<file path="config.mk">
export PLATFORM = sky130hd
export DESIGN_NAME = mini_cpu_trace_buffer
export DESIGN_NICKNAME = d
export VERILOG_FILES = /design/src/rtl/mini_cpu_trace_buffer.sv
export SDC_FILE = /design/constraint.sdc
export NUM_CORES = 1
export LEC_CHECK = 0
export BUFFER_PORTS_ARGS = -buffer_cell sky130_fd_sc_hd__buf_4
export CAP_MARGIN = 20
export CORE_MARGIN = 2
export CORE_UTILIZATION = 55
export DETAILED_ROUTE_END_ITERATION = 12
export PLACE_DENSITY = 0.73
export SLEW_MARGIN = 20
export SYNTH_ARGS = -nofsm -noshare
export SYNTH_HDL_FRONTEND = slang
export SYNTH_SLANG_ARGS = --single-unit
</file>
<file path="constraint.sdc">
create_clock -name step -period 12.3 [get_ports step]
set_clock_uncertainty 0.1 [all_clocks]
set_input_delay 2.46 -clock step [delete_from_list [all_inputs] [get_ports step]]
set_output_delay 2.46 -clock step [all_outputs]
set_load 0.01 [all_outputs]
</file>
<file path="src/rtl/mini_cpu_trace_buffer.sv">
// Trace buffer for mini_cpu: snapshots pc/eax/ebx/mem0..mem3 on each enabled step edge
// into a FIFO that drains through a first-word-fall-through valid/ready port.
module mini_cpu_trace_buffer #(
    parameter int DEPTH = 8,
    parameter int SEQ_W = 8
) (
    input  logic                       step,
    input  logic                       rst,
    input  logic                       en,
    input  logic                       chg_only,
    input  logic [3:0]                 pc,
    input  logic [7:0]                 eax,
    input  logic [7:0]                 ebx,
    input  logic [7:0]                 mem0,
    input  logic [7:0]                 mem1,
    input  logic [7:0]                 mem2,
    input  logic [7:0]                 mem3,
    output logic                       trc_valid,
    input  logic                       trc_ready,
    output logic [51:0]                trc_data,
    output logic [SEQ_W-1:0]           trc_seq,
    output logic [$clog2(DEPTH):0]     level,
    output logic                       overflow,
    output logic [7:0]                 drop_cnt
);

    localparam int PTR_W  = $clog2(DEPTH);
    localparam int LVL_W  = PTR_W + 1;
    localparam int DATA_W = 52;
    localparam int ENT_W  = SEQ_W + DATA_W;
    localparam logic [LVL_W-1:0] FULL = LVL_W'(DEPTH);

    logic [ENT_W-1:0]  fifo_mem [DEPTH];
    logic [PTR_W-1:0]  rd_ptr;
    logic [PTR_W-1:0]  wr_ptr;
    logic [SEQ_W-1:0]  seq_cnt;
    logic              have_last;
    logic [DATA_W-1:0] last_snap;

    logic [DATA_W-1:0] snap;
    logic              pop;
    logic              cand;
    logic              can_push;
    logic              push;
    logic              drop;
    logic [LVL_W-1:0]  level_nxt;
    logic [LVL_W-1:0]  level_after_pop;
    logic [PTR_W-1:0]  rd_nxt;
    logic [ENT_W-1:0]  head_nxt;

    // Handshake: the head record transfers on an edge where trc_valid && trc_ready;
    // trc_valid never depends on trc_ready, and the head holds until it transfers.
    always_comb begin
        snap            = {pc, eax, ebx, mem3, mem2, mem1, mem0};
        pop             = trc_valid && trc_ready;
        cand            = en && (!chg_only || !have_last || (snap != last_snap));
        can_push        = (level != FULL) || pop;
        push            = cand && can_push;
        drop            = cand && !can_push;
        level_nxt       = level;
        if (push && !pop) begin
            level_nxt = level + 1'b1;
        end else if (pop && !push) begin
            level_nxt = level - 1'b1;
        end
        level_after_pop = pop ? (level - 1'b1) : level;
        rd_nxt          = pop ? (rd_ptr + 1'b1) : rd_ptr;
        // The output register is loaded with the next head; when the FIFO would
        // otherwise be empty that head is the record being written this edge.
        head_nxt        = '0;
        if (level_nxt != '0) begin
            if (level_after_pop == '0) begin
                head_nxt = {seq_cnt, snap};
            end else begin
                head_nxt = fifo_mem[rd_nxt];
            end
        end
    end

    always_ff @(posedge step) begin
        if (push) begin
            fifo_mem[wr_ptr] <= {seq_cnt, snap};
        end
    end

    always_ff @(posedge step) begin
        if (rst) begin
            rd_ptr    <= '0;
            wr_ptr    <= '0;
            level     <= '0;
            seq_cnt   <= '0;
            have_last <= 1'b0;
            last_snap <= '0;
            overflow  <= 1'b0;
            drop_cnt  <= '0;
            trc_valid <= 1'b0;
            trc_data  <= '0;
            trc_seq   <= '0;
        end else begin
            rd_ptr <= rd_nxt;
            level  <= level_nxt;
            if (push) begin
                wr_ptr <= wr_ptr + 1'b1;
            end
            if (en) begin
                seq_cnt <= seq_cnt + 1'b1;
            end
            // Disabling capture forgets the last snapshot so re-enable always records.
            if (!en) begin
                have_last <= 1'b0;
            end else if (push) begin
                have_last <= 1'b1;
                last_snap <= snap;
            end
            if (drop) begin
                overflow <= 1'b1;
                if (drop_cnt != 8'hFF) begin
                    drop_cnt <= drop_cnt + 1'b1;
                end
            end
            trc_valid           <= (level_nxt != '0);
            {trc_seq, trc_data} <= head_nxt;
        end
    end

endmodule
</file>
==> impl_metrics.toml <==
[outcome]
outcome = "completed"

[layout]
final_cells = 2325
final_core_util_pct = 63.42
area_growth_pct = 14.30
fillers = 3197
mostFrequentLayoutCells = "edfxtp_1 (480), nand2_1 (177), buf_4 (156), dfxtp_1 (141), mux4_2 (120)"
final_common_cell = "edfxtp_1"
fin_nets = 1737
drive_above_1_share_pct = 25.64

[synth]
netlist_instances = 1551
synth-async-reset-ratio_pct = 0
synthDistinctLibCells = 52
synth_warnings = 0
synthFlopType = "edfxtp_1"
syn-num-nets = 1614
avgSynthCellArea_um2 = 16.13
ys_seq_area_share_pct = 68.90
syn_area_um2 = 25020
ys_seq_elements = 621
synth_edf_count = 480

[critical_path]
reg2reg_depth = 9
cp_max_fo = 42
start_kind = "primary input"
end_kind = "register"
timing.rr.end = "trc_data[5]$_SDFF_PP0_"
crit_arrival_ps = 6940
worst-setup-path-type = "in -> reg"
reg2reg_slack_ps = 7380
worst_ep_required_time_ps = 12640
regToRegStartpoint = "last_snap[48]$_SDFFE_PP0P_"

[hold_path]
worst_hold_startpoint = "last_snap[51]$_SDFFE_PP0P_"
hold_end = "last_snap[51]$_SDFFE_PP0P_"
hold_path.class = "reg -> reg"
hold_depth = 2

[floorplanning]
start_util_pct = 55.49
core_area_um2 = 45090
die_x_um = 217.3
die_area_um2 = 47210
rows = 78
io_pins = 131
dieHeight_um = 217.3

[clock_tree]
postCtsSetupBuffers = 0
clk_latency_ps = 610
clk_pin_slew_ps = 60
hold_buffers = 0
cts_num_sinks = 621
ctsResizeCount = 0
cts_tree = "done"
cts-root-buf = "clkbuf_16"
clockBufferDepth = 3
ctsHtreeMaxLevel = 2
cts-buffers-inserted = 60

[global_route]
antenna_found_initial = 3
use_met3_pct = 4.053
grt_usage_pct = 23.74
grt_use_met2_pct = 39.67
grtUsageMet1_pct = 32.33
grt-ovfl-total = 0
grt_max_degree = 80
grt-busiest-layer = "met2"
grt_pass1_wl_mm = 84.30
first_global_vias = 14089

[sta]
setup_violations = 0
period_share_pct = 53.62
hold_slack_ps = 356.1
finalSetupTns_ps = 0
max_freq_ghz = 0.1516
rsz0062_at_grt = "false"
slew_headroom_pct = 25.79
hold_viol_final = 0
drv_slew = 0
worstMarginPinSlew_ps = 1113
fin_crit_ps = 6596

[power]
powerDensity_nw_per_um2 = 194.9
worst_ir_drop_vdd_mv = 0.1375
leakage_nw = 9.947

[place]
routabilityCongestion = 0.8869
placed_cells = 2212
numPortBuffers = 130
dpl.hpwl_mm = 31.13

[detailed_routing]
firstDrtPassIters = 5
dr_total_vias = 14015
detail-route-antenna-nets = 0
wl_per_cell_um = 23.68
post-route-drc-count = 0
drtIter0Drc = 1395
viasPerCell = 6.028
wl_mm = 55.06

[job]
drv_cap = 0
==> area by class of cell <==
class                   instances  area, µm²  area share [%]
clock buffers                  93       1749           6.117
multi-input cells             819       7423           25.96
repair buffers                157       1182           4.135
flip-flops and latches        621      17240           60.28
diodes                          1      2.502        0.008751
well taps                     600      750.7           2.625
inverters                      15      56.30          0.1969
clock inverters                19      193.9          0.6782
==> stage by stage <==
step	power, W	instance area [µm²]	worst slack (ps)
floorplan	0.003419	25020	1854
global placement	0.003793	26650	5261
detailed placement	0.003819	26650	5168
CTS	0.005620	28590	5787
global route	0.005806	28590	5574
finish	0.005573	28590	5704
==> worst max-delay path, stage by stage <==
cell and delay, ps:
buf_4 150, xnor2_1 400, nand4_1 140, or4_1 550, or4_4 580, o41a_1 680, mux2i_1 250, o21ai_4 740
buf_4 760, a31oi_2 170
==> worst max path at each step <==
stage,start,endpoint,slack [ps],cells after the start
detailed placement,pc[0],trc_data[5]$_SDFF_PP0_,5170,10
floorplan,mem2[1],fifo_mem[2][0]$_DFFE_PP_,1850,8
CTS,pc[0],trc_data[1]$_SDFF_PP0_,5790,10
global placement,pc[0],trc_data[7]$_SDFF_PP0_,5260,10
global route,pc[0],trc_data[4]$_SDFF_PP0_,5570,10
finish,pc[0],trc_data[5]$_SDFF_PP0_,5700,10
==> sequential cells by signal, summed over array words and instances, names as in the netlist <==
name and count:
fifo_mem 480, trc_data 52, trc_seq 8, rd_ptr 3, last_snap 52, drop_cnt 8, level 4, seq_cnt 8
overflow 1, trc_valid 1, wr_ptr 3, have_last 1
==> cell families after synthesis <==
kind of cell	share of synthesized area, %
DFF	68.90
xor gates and xnor gates	1.775
muxes	13.26
AOI/OAI and AO/OA	6.562
and+or+nand+nor	7.217
adders and majority gates	0.3001
buffers and inverters	1.990
==> where the power goes <==
group | switching, W | internal (W)
registers | 0.0000705 | 0.00242
clock network | 0.000747 | 0.00106
logic | 0.000745 | 0.000538
total | 0.00156 | 0.00401
==> cells in the mapped netlist, types with 2 or more instances <==
cell / number / area share (%)
a2111oi_0: 3 / 0.11
or3_1: 5 / 0.13
nand3b_1: 2 / 0.060
o22ai_1: 3 / 0.075
and2_1: 3 / 0.075
o2111ai_1: 3 / 0.11
xnor2_1: 30 / 1.1
and3_1: 3 / 0.075
mux4_2: 120 / 11
nand2b_1: 66 / 1.7
nor2_1: 30 / 0.45
nand4_1: 22 / 0.55
nor4b_1: 4 / 0.14
edfxtp_1: 480 / 58
a31oi_2: 59 / 3.0
a311oi_1: 2 / 0.070
buf_4: 6 / 0.18
o21ai_0: 63 / 1.3
mux2i_1: 60 / 2.4
a31oi_1: 3 / 0.075
inv_1: 15 / 0.23
nor3b_1: 3 / 0.090
a211oi_1: 5 / 0.15
clkbuf_1: 54 / 0.81
nand3_1: 5 / 0.10
dfxtp_1: 141 / 11
nand2_1: 178 / 2.7
a211o_1: 5 / 0.18
a21oi_1: 60 / 1.2
buf_1: 19 / 0.29
ha_1: 6 / 0.30
xnor2_2: 2 / 0.13
nor3_1: 4 / 0.080
nor2b_1: 25 / 0.63
buf_6: 6 / 0.27
or4_1: 5 / 0.15
buf_2: 11 / 0.22
nor4_1: 10 / 0.25
xor2_1: 17 / 0.60
==> layer usage <==
layer  part of all wire (%)  up-vias
li1                       -     6205
met1                     41     7228
met2                     50      498
met3                    6.8       82
met4                    2.1        2
met5                  0.029        -
(Power assumes the default switching activity.)
